<file path="src/rtl/commit_mon_pkg.sv">
// Shared types for the commit monitor: FSM states, default trace entry layout
// and the saturating counter helper.
package commit_mon_pkg;

  typedef enum logic [1:0] {
    ST_IDLE   = 2'd0,
    ST_RUN    = 2'd1,
    ST_DRAIN  = 2'd2,
    ST_HALTED = 2'd3
  } mon_state_t;

  localparam int unsigned DEF_XLEN = 64;
  localparam int unsigned DEF_PC_W = 64;
  localparam int unsigned DEF_RA_W = 5;

  typedef struct packed {
    logic [DEF_RA_W-1:0] rd;
    logic [DEF_XLEN-1:0] data;
    logic [DEF_PC_W-1:0] pc;
  } trace_entry_t;

  // Counters up to 64 bits share this; callers pass their own all-ones ceiling.
  function automatic logic [63:0] sat_inc(input logic [63:0] value, input logic [63:0] max);
    return (value >= max) ? max : value + 64'd1;
  endfunction

endpackage

</file>
<file path="src/rtl/commit_monitor_if.sv">
// Writeback capture and trace drain port of the commit monitor.
// master = core/consumer side, slave = monitor side.
interface commit_monitor_if #(
  parameter int XLEN = 64,
  parameter int PC_W = 64,
  parameter int RA_W = 5
);
  logic            wb_valid;
  logic [RA_W-1:0] wb_rd;
  logic [XLEN-1:0] wb_data;
  logic [PC_W-1:0] wb_pc;
  logic            trace_valid;
  logic            trace_ready;
  logic [RA_W-1:0] trace_rd;
  logic [XLEN-1:0] trace_data;
  logic [PC_W-1:0] trace_pc;

  modport master (
    output wb_valid, wb_rd, wb_data, wb_pc, trace_ready,
    input  trace_valid, trace_rd, trace_data, trace_pc
  );

  modport slave (
    input  wb_valid, wb_rd, wb_data, wb_pc, trace_ready,
    output trace_valid, trace_rd, trace_data, trace_pc
  );
endinterface

</file>
<file path="src/rtl/commit_trace_fifo.sv">
// DEPTH-entry synchronous trace FIFO; a push while full is accepted only when
// a pop frees the slot in the same cycle.
module commit_trace_fifo
  import commit_mon_pkg::*;
#(
  parameter int  DEPTH   = 16,
  parameter type entry_t = trace_entry_t
) (
  input  logic   clk,
  input  logic   reset,
  input  logic   push,
  input  entry_t push_data,
  input  logic   pop,
  output entry_t head,
  output logic   head_valid,
  output logic   full,
  output logic   empty
);
  localparam int AW = (DEPTH > 1) ? $clog2(DEPTH) : 1;
  localparam logic [AW:0] FULL_COUNT = (AW+1)'(DEPTH);

  entry_t        mem [DEPTH];
  logic [AW-1:0] wr_ptr, rd_ptr;
  logic [AW:0]   count;
  logic          do_push, do_pop;

  assign empty   = (count == '0);
  assign full    = (count == FULL_COUNT);
  assign do_pop  = pop && !empty;
  assign do_push = push && (!full || do_pop);

  always_ff @(posedge clk) begin
    if (do_push) mem[wr_ptr] <= push_data;
  end

  always_ff @(posedge clk) begin
    if (reset) begin
      wr_ptr <= '0;
      rd_ptr <= '0;
      count  <= '0;
    end else begin
      if (do_push) wr_ptr <= wr_ptr + 1'b1;
      if (do_pop)  rd_ptr <= rd_ptr + 1'b1;
      case ({do_push, do_pop})
        2'b10:   count <= count + 1'b1;
        2'b01:   count <= count - 1'b1;
        default: ;
      endcase
    end
  end

  // Zero fields while empty so nothing stale is visible after reset.
  assign head_valid = !empty;
  assign head       = empty ? '0 : mem[rd_ptr];
endmodule

</file>
<file path="src/rtl/commit_monitor.sv">
// Retirement monitor: trace FIFO, watched register, counters and halt detection.
// Define COMMIT_MON_STALL_CNT_EN to build the stall counter (tied to 0 otherwise).
//
// state  | meaning
// IDLE   | one cycle after reset, nothing observed
// RUN    | capturing retires, watching fetch PC for a freeze
// DRAIN  | program ended, waiting for the trace FIFO to empty
// HALTED | program ended and trace drained, held until reset
module commit_monitor
  import commit_mon_pkg::*;
#(
  parameter int XLEN      = 64,
  parameter int PC_W      = 64,
  parameter int RA_W      = 5,
  parameter int DEPTH     = 16,
  parameter int WATCH_REG = 4,
  parameter int HALT_IDLE = 8,
  parameter int CNT_W     = 32
) (
  input  logic             clk,
  input  logic             reset,
  commit_monitor_if.slave  bus,
  input  logic [PC_W-1:0]  if_pc,
  input  logic             stall_in,
  output logic [XLEN-1:0]  watch_value,
  output logic [CNT_W-1:0] cycle_count,
  output logic [CNT_W-1:0] instr_count,
  output logic [CNT_W-1:0] stall_count,
  output logic             overflow,
  output logic             halted,
  output logic [1:0]       state
);
  typedef struct packed {
    logic [RA_W-1:0] rd;
    logic [XLEN-1:0] data;
    logic [PC_W-1:0] pc;
  } entry_t;

  localparam int IW = $clog2(HALT_IDLE + 1);
  localparam logic [IW-1:0] IDLE_LOAD = IW'(HALT_IDLE);
  localparam logic [63:0]   CNT_MAX   = (64'd1 << CNT_W) - 64'd1;

  mon_state_t      st, st_next;
  logic [IW-1:0]   idle_left, idle_next;
  logic [PC_W-1:0] prev_pc;
  logic            retire, push, pop, fifo_full, fifo_empty;
  entry_t          wb_entry, head;

  assign retire   = (st == ST_RUN) && bus.wb_valid;
  assign push     = retire && (bus.wb_rd != '0);
  assign pop      = (st != ST_IDLE) && !fifo_empty && bus.trace_ready;
  assign wb_entry = '{rd: bus.wb_rd, data: bus.wb_data, pc: bus.wb_pc};

  commit_trace_fifo #(.DEPTH(DEPTH), .entry_t(entry_t)) u_fifo (
    .clk        (clk),
    .reset      (reset),
    .push       (push),
    .push_data  (wb_entry),
    .pop        (pop),
    .head       (head),
    .head_valid (bus.trace_valid),
    .full       (fifo_full),
    .empty      (fifo_empty)
  );

  assign bus.trace_rd   = head.rd;
  assign bus.trace_data = head.data;
  assign bus.trace_pc   = head.pc;

  // Idle timer counts down from HALT_IDLE; reaching zero marks program end.
  always_comb begin
    st_next   = st;
    idle_next = IDLE_LOAD;
    unique case (st)
      ST_IDLE: st_next = ST_RUN;
      ST_RUN: begin
        if (if_pc != prev_pc) idle_next = IDLE_LOAD;
        else if (stall_in)    idle_next = idle_left;
        else                  idle_next = idle_left - 1'b1;
        if (idle_next == '0) st_next = ST_DRAIN;
      end
      ST_DRAIN:  if (fifo_empty) st_next = ST_HALTED;
      ST_HALTED: st_next = ST_HALTED;
      default:   st_next = ST_IDLE;
    endcase
  end

  always_ff @(posedge clk) begin
    prev_pc <= if_pc;
  end

  always_ff @(posedge clk) begin
    if (reset) begin
      st          <= ST_IDLE;
      idle_left   <= IDLE_LOAD;
      watch_value <= '0;
      cycle_count <= '0;
      instr_count <= '0;
      overflow    <= 1'b0;
    end else begin
      st        <= st_next;
      idle_left <= idle_next;
      if (st == ST_RUN || st == ST_DRAIN)
        cycle_count <= CNT_W'(sat_inc(64'(cycle_count), CNT_MAX));
      if (retire)
        instr_count <= CNT_W'(sat_inc(64'(instr_count), CNT_MAX));
      if (push && bus.wb_rd == RA_W'(WATCH_REG))
        watch_value <= bus.wb_data;
      if (push && fifo_full && !pop)
        overflow <= 1'b1;
    end
  end

`ifdef COMMIT_MON_STALL_CNT_EN
  always_ff @(posedge clk) begin
    if (reset)                          stall_count <= '0;
    else if (st == ST_RUN && stall_in)  stall_count <= CNT_W'(sat_inc(64'(stall_count), CNT_MAX));
  end
`else
  assign stall_count = '0;
`endif

  assign state  = st;
  assign halted = (st == ST_HALTED);
endmodule

</file>
<file path="src/flat_wrapper.sv">
// flat-port wrapper written by rule: the top's interface ports become plain ports
module commit_monitor_flat import commit_mon_pkg::*;
#(
  parameter int XLEN      = 64,
  parameter int PC_W      = 64,
  parameter int RA_W      = 5,
  parameter int DEPTH     = 16,
  parameter int WATCH_REG = 4,
  parameter int HALT_IDLE = 8,
  parameter int CNT_W     = 32
)
  (clk, reset, if_pc, stall_in, watch_value, cycle_count, instr_count, stall_count, overflow, halted, state, bus_wb_valid, bus_wb_rd, bus_wb_data, bus_wb_pc, bus_trace_ready, bus_trace_valid, bus_trace_rd, bus_trace_data, bus_trace_pc);
  commit_monitor_if #(.XLEN(XLEN), .PC_W(PC_W), .RA_W(RA_W)) bus_i ();
  input  logic clk;
  input  logic reset;
  input  logic [PC_W-1:0] if_pc;
  input  logic stall_in;
  output logic [XLEN-1:0] watch_value;
  output logic [CNT_W-1:0] cycle_count;
  output logic [CNT_W-1:0] instr_count;
  output logic [CNT_W-1:0] stall_count;
  output logic overflow;
  output logic halted;
  output logic [1:0] state;
  input wire logic [$bits(bus_i.wb_valid)-1:0] bus_wb_valid;
  input wire logic [$bits(bus_i.wb_rd)-1:0] bus_wb_rd;
  input wire logic [$bits(bus_i.wb_data)-1:0] bus_wb_data;
  input wire logic [$bits(bus_i.wb_pc)-1:0] bus_wb_pc;
  input wire logic [$bits(bus_i.trace_ready)-1:0] bus_trace_ready;
  output wire logic [$bits(bus_i.trace_valid)-1:0] bus_trace_valid;
  output wire logic [$bits(bus_i.trace_rd)-1:0] bus_trace_rd;
  output wire logic [$bits(bus_i.trace_data)-1:0] bus_trace_data;
  output wire logic [$bits(bus_i.trace_pc)-1:0] bus_trace_pc;
  assign bus_i.wb_valid = bus_wb_valid;
  assign bus_i.wb_rd = bus_wb_rd;
  assign bus_i.wb_data = bus_wb_data;
  assign bus_i.wb_pc = bus_wb_pc;
  assign bus_i.trace_ready = bus_trace_ready;
  assign bus_trace_valid = bus_i.trace_valid;
  assign bus_trace_rd = bus_i.trace_rd;
  assign bus_trace_data = bus_i.trace_data;
  assign bus_trace_pc = bus_i.trace_pc;
  commit_monitor #(.XLEN(XLEN), .PC_W(PC_W), .RA_W(RA_W), .DEPTH(DEPTH), .WATCH_REG(WATCH_REG), .HALT_IDLE(HALT_IDLE), .CNT_W(CNT_W)) u_core (.clk(clk), .reset(reset), .bus(bus_i), .if_pc(if_pc), .stall_in(stall_in), .watch_value(watch_value), .cycle_count(cycle_count), .instr_count(instr_count), .stall_count(stall_count), .overflow(overflow), .halted(halted), .state(state));
endmodule
</file>
<file path="config.mk">
export PLATFORM = sky130hd
export DESIGN_NAME = commit_monitor_flat
export DESIGN_NICKNAME = d
export VERILOG_FILES = /design/src/rtl/commit_mon_pkg.sv /design/src/rtl/commit_monitor_if.sv /design/src/rtl/commit_trace_fifo.sv /design/src/rtl/commit_monitor.sv /design/src/flat_wrapper.sv
export SDC_FILE = /design/constraint.sdc
export NUM_CORES = 2
export LEC_CHECK = 0
export CAP_MARGIN = 10
export CORE_MARGIN = 3
export CORE_UTILIZATION = 35
export DETAILED_ROUTE_END_ITERATION = 10
export PLACE_DENSITY = 0.58
export RECOVER_POWER = 50
export SLEW_MARGIN = 30
export SYNTH_ARGS = -nofsm -noshare
export SYNTH_HDL_FRONTEND = slang
export SYNTH_SLANG_ARGS = --single-unit
</file>
<file path="constraint.sdc">
create_clock -name clk -period 18.2 [get_ports clk]
set_input_delay 3.64 -clock clk [delete_from_list [all_inputs] [get_ports clk]]
set_output_delay 3.64 -clock clk [all_outputs]
set_load 0.01 [all_outputs]
</file>
==> flow_summary.json <==
{
  "status": "finished, violations left",
  "violations": "capacitance limit, slew limit",
  "fin_nets": 4902,
  "drive_above_1_share": 0.232,
  "first_pass_iters": 7,
  "holdPathStages": 2,
  "num_vias": 42800,
  "h-tree-depth": 5,
  "finalMaxSlewViolations": 150,
  "setup_viol": 0,
  "min-delay-start": "u_core.watch_value[5]$_SDFFE_PP0P_",
  "syn_avg_cell_area_um2": 22.0,
  "synth_cell_types": 51,
  "area_growth_pct": 19.4,
  "cp.arrival_ns": 5.99,
  "hold_ws_ns": 0.450,
  "io_pins": 500,
  "critPathKind": "reg -> out",
  "start_kind": "register",
  "synthArstFlopShare": 0,
  "finalCriticalPeriod_ns": 9.63,
  "r2r_start": "u_core.state[1]$_SDFFE_PP0P_",
  "dpl.hpwl_mm": 120,
  "grt_pass1_wl_mm": 325,
  "reg2regPathDepth": 9,
  "drt-initial-drc-count": 3899,
  "drc": 0,
  "fp.dieH_um": 511,
  "ys.flop_type": "edfxtp_1",
  "ys_ff_latch": 2344,
  "core.rowCount": 184,
  "synth_edf_count": 2128,
  "post_cts_buffers": 0,
  "drtAntennaViolNets": 0,
  "timing.reg2reg.setup_slack_ns": 13.49,
  "max_freq_mhz": 104,
  "critPathMaxFanout": 60,
  "gp_routability_congestion": 0.739,
  "cts.sinks": 2344,
  "min_path_type": "reg -> reg",
  "p_leak_nw": 32.7,
  "rr_endpoint": "u_core.u_fifo.mem[5][108]$_DFFE_PP_",
  "cap_violations": 2,
  "core_mm2": 0.253,
  "clockBufferDepth": 4,
  "antenna_found_initial": 48,
  "clock_skew_ns": 0.0476,
  "die_w_um": 511,
  "whs_endpoint": "u_core.watch_value[5]$_SDFFE_PP0P_",
  "fin_crit_sh": 0.529,
  "final_common_cell": "edfxtp_1",
  "synth_top_cell_area_share": 0.716,
  "grt_usage": 0.170,
  "clkSlewWorstSetupHoldPaths_ns": 0.06,
  "rsz0062_at_grt": "no",
  "cts_resized": 0,
  "cts_buffers": 276,
  "cts_tree": "done",
  "layout_common_cells": "edfxtp_1 (2,128), mux4_2 (665), clkbuf_16 (281)",
  "tightestPinTransition_ns": 4.66,
  "yosys.area.top_type": "edfxtp_1",
  "final.setup.worst_slack_ns": 8.57,
  "grt_pass1_vias": 45200,
  "io_buffers": 467,
  "avgViaCountPerCell": 5.20,
  "slew_headroom": -2.10,
  "grt_overflow": 0,
  "ys_seq_area_frac": 0.765,
  "grt_max_degree": 145,
  "wl_per_cell_um": 27.3,
  "initial_core_util": 0.353,
  "finalHoldViolations": 0,
  "synthCells": 4050,
  "ir_drop_mv": 0.105,
  "die-area_mm2": 0.261,
  "syn_area_mm2": 0.0892,
  "end_kind": "output pin",
  "p_per_area_mw_per_mm2": 128,
  "ys_top_cells_by_area": "edfxtp_1 (72%), mux4_2 (17%), dfxtp_1 (4.8%)",
  "yosysWarnings": 0,
  "finalPower_mw": 13.6,
  "clkLatencyLatePin_ns": 0.93,
  "wirelength_mm": 225,
  "root_buffer": "clkbuf_16",
  "post-place-ws_ns": 9.34,
  "crit_required_ns": 14.56,
  "hold_buffers": 0,
  "tns_ns": 0,
  "fin_util": 0.422
}
power by group:
| group | leakage [nW] | switching [mW] | internal [mW] |
|---|---|---|---|
| logic | 7.75 | 1.23 | 1.27 |
| registers | 20.9 | 0.0374 | 5.95 |
| clock network | 4.02 | 2.07 | 3.02 |
synth_stat cells (all sizes together) (16+ instances only):
cell and count:
a21oi 118, and2 139, buf 116, clkbuf 114, dfxtp 216, edfxtp 2128, ha 16, inv 21
mux4 665, nand2 172, nand3 21, nand4 22, nor2 62, nor3 17, nor4 25, xnor2 19
xor2 99
worst max-delay path, stage by stage (launching register included):
cell and delay, ns:
dfxtp_4 0.89, buf_4 0.81, buf_4 0.77, buf_4 0.81, mux4_2 0.42, mux4_2 0.47, and2_1 0.17, clkdlybuf4s50_1 0.53
kinds of logic after synthesis:
group                    share of synthesized area
flip-flops                                   0.765
buffers and inverters                       0.0148
multiplexers                                 0.169
XOR/XNOR                                    0.0116
AND/OR/NAND/NOR                             0.0288
other                                    0.0000420
AO/OA/AOI/OAI                              0.00913
adder cells (fa/ha/maj)                    0.00247
worst max path at each step:
stage                       from                             endpoint  slack [ns]  cells past startpoint
global placement        register                      bus_trace_pc[3]        8.88                      7
detailed placement  bus_wb_rd[0]  u_core.u_fifo.mem[5][120]$_DFFE_PP_        9.34                      8
finish                  register                    bus_trace_data[7]        8.57                      7
global route               reset         u_core.state[1]$_SDFFE_PP0P_        8.04                      4
CTS                     register                     bus_trace_pc[10]        8.42                      7
floorplan           bus_wb_valid    u_core.u_fifo.mem[3][0]$_DFFE_PP_        4.04                      6
cell type report:
type,instances,area [µm²]
timing repair buffer,554,5780
antenna,17,42.5
clock buffer,354,7350
multi-input combinational,1486,19900
clock inverter,109,906
fill,21700,146000
tap,3348,4190
inverter,21,78.8
sequential,2344,68200
layer usage:
layer / up-vias / GRT usage / part of all wire
met1: 23200 / 0.230 / 0.43
met2: 1325 / 0.280 / 0.49
li1: 18000 / - / -
met5: - / 0 / 0.00057
met3: 344 / 0.0367 / 0.061
met4: 18 / 0.0413 / 0.019
state kept, by name (all words and copies together) (netlist names), named ones only:
signal,count
u_core.cycle_count,32
u_core.idle_left,4
u_core.instr_count,32
u_core.overflow,1
u_core.prev_pc,64
u_core.state,2
u_core.u_fifo.count,5
u_core.u_fifo.mem,2128
u_core.u_fifo.rd_ptr,4
u_core.u_fifo.wr_ptr,4
u_core.watch_value,64
per-stage QoR:
stage	area (µm²)	std cells
after global placement	97800	7738
after floorplan	89400	4081
after global routing	106000	8222
final	107000	8233
after detailed placement	98100	7748
after CTS	106000	8211
Power figures use the tool's default switching activity.
